$ cat src/rtl/mux_4x1_5bit_pkg.sv
// Shared constants for the 4:1 mux: select codes and the default data width.
package mux_4x1_5bit_pkg;

  localparam int unsigned DEFAULT_WIDTH = 5;

  localparam logic [1:0] SEL_IN0 = 2'b00;
  localparam logic [1:0] SEL_IN1 = 2'b01;
  localparam logic [1:0] SEL_IN2 = 2'b10;
  localparam logic [1:0] SEL_IN3 = 2'b11;

endpackage

$ cat src/rtl/mux_4x1_5bit_out_reg.sv
// Output register for the mux: holds the selected data and select code, and
// flags a change of the held data at the last edge.
module mux_out_reg
  import mux_4x1_5bit_pkg::*;
#(
  parameter int unsigned      WIDTH     = DEFAULT_WIDTH,
  parameter logic [WIDTH-1:0] RESET_VAL = '0
) (
  input  logic             clk,
  input  logic             rst_n,
  input  logic [WIDTH-1:0] d_i,
  input  logic [1:0]       sel_i,
  output logic [WIDTH-1:0] out_q_o,
  output logic [1:0]       sel_q_o,
  output logic             out_chg_o
);

  logic [WIDTH-1:0] data_d, data_q;
  logic [1:0]       sel_d, sel_q;
  logic             chg_d, chg_q;

  // Change is judged on data value only, so re-selecting equal data from a
  // different input does not raise the flag.
  always_comb begin
    data_d = d_i;
    sel_d  = sel_i;
    chg_d  = (d_i != data_q);
  end

  always_ff @(posedge clk or negedge rst_n) begin
    if (!rst_n) begin
      data_q <= RESET_VAL;
      sel_q  <= SEL_IN0;
      chg_q  <= 1'b0;
    end else begin
      data_q <= data_d;
      sel_q  <= sel_d;
      chg_q  <= chg_d;
    end
  end

  assign out_q_o   = data_q;
  assign sel_q_o   = sel_q;
  assign out_chg_o = chg_q;

endmodule

$ cat src/rtl/mux_4x1_5bit.sv
// 4:1 data mux with a combinational output and parity, plus a registered
// copy of the output, select code and a one-cycle change flag.
module mux_4x1_5bit
  import mux_4x1_5bit_pkg::*;
#(
  parameter int unsigned      WIDTH     = DEFAULT_WIDTH,
  parameter logic [WIDTH-1:0] RESET_VAL = '0
) (
  input  logic [WIDTH-1:0] in0,
  input  logic [WIDTH-1:0] in1,
  input  logic [WIDTH-1:0] in2,
  input  logic [WIDTH-1:0] in3,
  input  logic [1:0]       sel,
  output logic [WIDTH-1:0] out,
  input  logic             clk,
  input  logic             rst_n,
  output logic [WIDTH-1:0] out_q,
  output logic [1:0]       sel_q,
  output logic             out_chg,
  output logic             out_par
);

  // An unknown select must show up as X rather than silently picking in0.
  always_comb begin
    out = {WIDTH{1'bx}};
    case (sel)
      SEL_IN0: out = in0;
      SEL_IN1: out = in1;
      SEL_IN2: out = in2;
      SEL_IN3: out = in3;
      default: out = {WIDTH{1'bx}};
    endcase
  end

  assign out_par = ^out;

  mux_out_reg #(
    .WIDTH    (WIDTH),
    .RESET_VAL(RESET_VAL)
  ) u_out_reg (
    .clk      (clk),
    .rst_n    (rst_n),
    .d_i      (out),
    .sel_i    (sel),
    .out_q_o  (out_q),
    .sel_q_o  (sel_q),
    .out_chg_o(out_chg)
  );

endmodule

$ cat config.mk
export PLATFORM = sky130hd
export DESIGN_NAME = mux_4x1_5bit
export DESIGN_NICKNAME = d
export VERILOG_FILES = /design/src/rtl/mux_4x1_5bit_pkg.sv /design/src/rtl/mux_4x1_5bit_out_reg.sv /design/src/rtl/mux_4x1_5bit.sv
export SDC_FILE = /design/constraint.sdc
export NUM_CORES = 1
export LEC_CHECK = 0
export CAP_MARGIN = 20
export CORE_MARGIN = 1.5
export CORE_UTILIZATION = 26
export CTS_CLUSTER_DIAMETER = 150
export DETAILED_ROUTE_END_ITERATION = 10
export GPL_ROUTABILITY_DRIVEN = 0
export MAX_ROUTING_LAYER = met4
export PLACE_DENSITY = 0.73
export SLEW_MARGIN = 40
export SYNTH_ARGS = -nofsm -noshare
export SYNTH_HDL_FRONTEND = slang
export SYNTH_SLANG_ARGS = --single-unit
export TNS_END_PERCENT = 30
$ cat constraint.sdc
create_clock -name clk -period 1.8 [get_ports clk]
set_input_delay 0.36 -clock clk [delete_from_list [all_inputs] [get_ports clk]]
set_output_delay 0.36 -clock clk [all_outputs]
set_load 0.005 [all_outputs]
==> metrics.md <==
| Metric | Value |
|---|---|
| Worst clock skew | `0.00441 ns` |
| Crit Path Category | `input port to output pin` |
| DRT Wirelength | `1100 microns` |
| Largest net degree at the start of global routing | `9` |
| Max VDD drop | `0.364 mV` |
| Seq cells post-synth | `8` |
| Worst Hold Class | `input port to register` |
| Top FF cell, synth | `dfrtp_1` |
| Outcome | `finished, violations left` |
| Rows | `14` |
| Port Buffer Count | `37` |
| Cell area after synthesis | `413 sq um` |
| First-pass GRT wire length | `2040 microns` |
| Final setup fails | `4` |
| Area leader, netlist | `dfrtp_1` |
| Worst Tran Pin Value | `0.359 ns` |
| Most common cell in the netlist | `dfrtp_1` |
| Max-slew headroom | `0.760` |
| H-tree Lvls | `1` |
| DIE WIDTH | `42.9 microns` |
| Setup crit start kind | `input port` |
| # DRC | `0` |
| Pwr Total | `0.584 mW` |
| Worst-path clk slew | `0.05 ns` |
| WL/cell | `11.8 microns` |
| Die Area | `0.00184 sq mm` |
| Antenna viol nets, final | `0` |
| Synth Net Count | `49` |
| Finished Core Util | `0.625` |
| Final Slew Violations | `0` |
| Setup slack after layout | `-0.256 ns` |
| Setup Slack @ Placement | `-1.10 ns` |
| Die H | `42.9 microns` |
| Vias in the first global route | `523` |
| CTS Root Cell | `clkbuf_4` |
| Final Hold Fails | `0` |
| Failing checks | `setup timing` |
| Layout Nets | `103` |
| CTS tree | `done` |
| Initial antenna violation count | `0` |
| Proportion of layout cells with a drive suffix above 1 | `0.377` |
| # diodes | `0` |
| Period minus WS final | `2.06 ns` |
| Vias per cell | `4.59` |
| Setup TNS | `-0.701 ns` |
| Synth cell count leaders | `dfrtp_1 (8), xnor2_1 (6), mux4_2 (5), xor2_1 (3)` |
| Gate Count Post-Synth | `25` |
| Max_cap viols | `0` |
| Critical Path End Type | `output pin` |
| Maximum root-to-sink buffer count | `2` |
| RSZ-0062 raised after global routing | `yes` |
| Io pins | `38` |
| CTS Sinks | `8` |
| Tcrit/Tclk final | `1.14` |
| Area growth syn-to-layout | `125%` |
| Leakage power | `0.425 nW` |
| Clock Latency Late Sink | `0.25 ns` |
| Synth warn | `0` |
| CP max FO | `4` |
| Peak Freq | `486 MHz` |
| EDFF count, synth | `0` |
| Total GRT Usage | `0.156` |
| Drt initial violations | `2` |
| Synth async-reset ratio | `1.00` |
| Global route overflow | `0` |
| Num CTS Buffers | `3` |
| Cell variety after synth | `7` |
| Yosys top cell area share | `0.485` |
| Worst EP arrival | `1.70 ns` |
| Drt pass-1 iters | `2` |
| Core area | `0.00149 sq mm` |
| Vias | `427` |
| Cell Pwr Density | `627 mW/mm^2` |
| Critical path required time | `1.44 ns` |
| Initial core utilization | `0.277` |
| Mean Syn Cell Area | `16.5 sq um` |
| Fillers | `124` |
| Register area share after synthesis | `0.485` |
| Synth top area cells | `dfrtp_1 (48%), mux4_2 (27%), xnor2_1 (13%), xor2_1 (6.4%), buf_6 (2.7%)` |
logic make-up after synthesis:
family,Yosys count,synth area share
buffers and inverters,1,0.0273
AND/OR/NAND/NOR,2,0.0242
flip-flops,8,0.485
multiplexers,5,0.273
XOR/XNOR,9,0.191
layout make-up:
cell class | count | area [sq um] | area share
flip-flops and latches | 8 | 200 | 0.215
repair buffers | 50 | 472 | 0.507
well taps | 16 | 20.0 | 0.0215
multi-input cells | 16 | 216 | 0.233
clock buffers | 3 | 22.5 | 0.0242
stage by stage:
stage | hold slack (ns) | instance area (sq um) | instances
2_1_floorplan | 0.0644 | 432 | 25
3_3_place_gp | 0.523 | 875 | 86
3_5_place_dp | 0.516 | 875 | 86
4_1_cts | 0.310 | 922 | 93
5_1_grt | 0.287 | 931 | 93
6_report | 0.300 | 931 | 93
where the power goes:
| group | total [mW] | leakage, nW | internal (mW) | switching [mW] |
|---|---|---|---|---|
| logic | 0.245 | 0.321 | 0.167 | 0.0786 |
| registers | 0.204 | 0.0905 | 0.195 | 0.00831 |
| clock network | 0.135 | 0.0138 | 0.0762 | 0.0588 |
| total | 0.584 | 0.425 | 0.438 | 0.146 |
worst max-delay path, stage by stage:
cell and delay, ns:
buf_8 0.07, buf_6 0.11, mux4_2 0.54, xnor2_2 0.16
xnor2_1 0.18, xnor2_1 0.14, buf_2 0.13
state kept, by name, summed over array words and instances, names as in the netlist:
signal               flops
u_out_reg.sel_q_o        2
u_out_reg.out_chg_o      1
u_out_reg.out_q_o        5
layer usage:
layer,global-route usage,vias to the layer above,share of wire
li1,-,196,-
met1,0.171,190,0.38
met2,0.245,39,0.48
met3,0.0596,2,0.13
met4,0.0750,0,0.0073
met5,-,-,0
worst paths after layout:
check / startpoint / slack (ns) / cells after the start / to
setup / recovery: sel[0] / -0.26 / 7 / out_par
hold / removal: sel[0] / 0.30 / 2 / u_out_reg.sel_q_o[0]$_DFF_PN0_
setup reg to reg: u_out_reg.out_q_o[3]$_DFF_PN0_ / 0.86 / 3 / u_out_reg.out_chg_o$_DFF_PN0_
hold reg to reg: u_out_reg.out_q_o[2]$_DFF_PN0_ / 0.53 / 2 / u_out_reg.out_chg_o$_DFF_PN0_
max in group asynchronous: rst_n / 1.15 / 1 / u_out_reg.out_q_o[0]$_DFF_PN0_
min in group asynchronous: rst_n / 0.38 / 1 / u_out_reg.out_q_o[1]$_DFF_PN0_
what timing repair did:
item / 4_1_cts / 5_1_grt
pin swaps: 5 / 3
setup endpoints to repair: 7 / 7
resized for setup: 48 / 15
setup buffers: 4 / 0
hold buffers: 0 / 0
cells in the final DEF (no fill, tap or decap), drive strengths merged:
cell	instances
dlygate4sd2	9
nor3	1
clkdlybuf4s50	10
xor2	3
xnor2	6
dfrtp	8
nand3	1
clkbuf	6
buf	16
dlymetal6s2s	1
mux4	5
clkdlybuf4s15	11
Power figures use the tool's default switching activity.
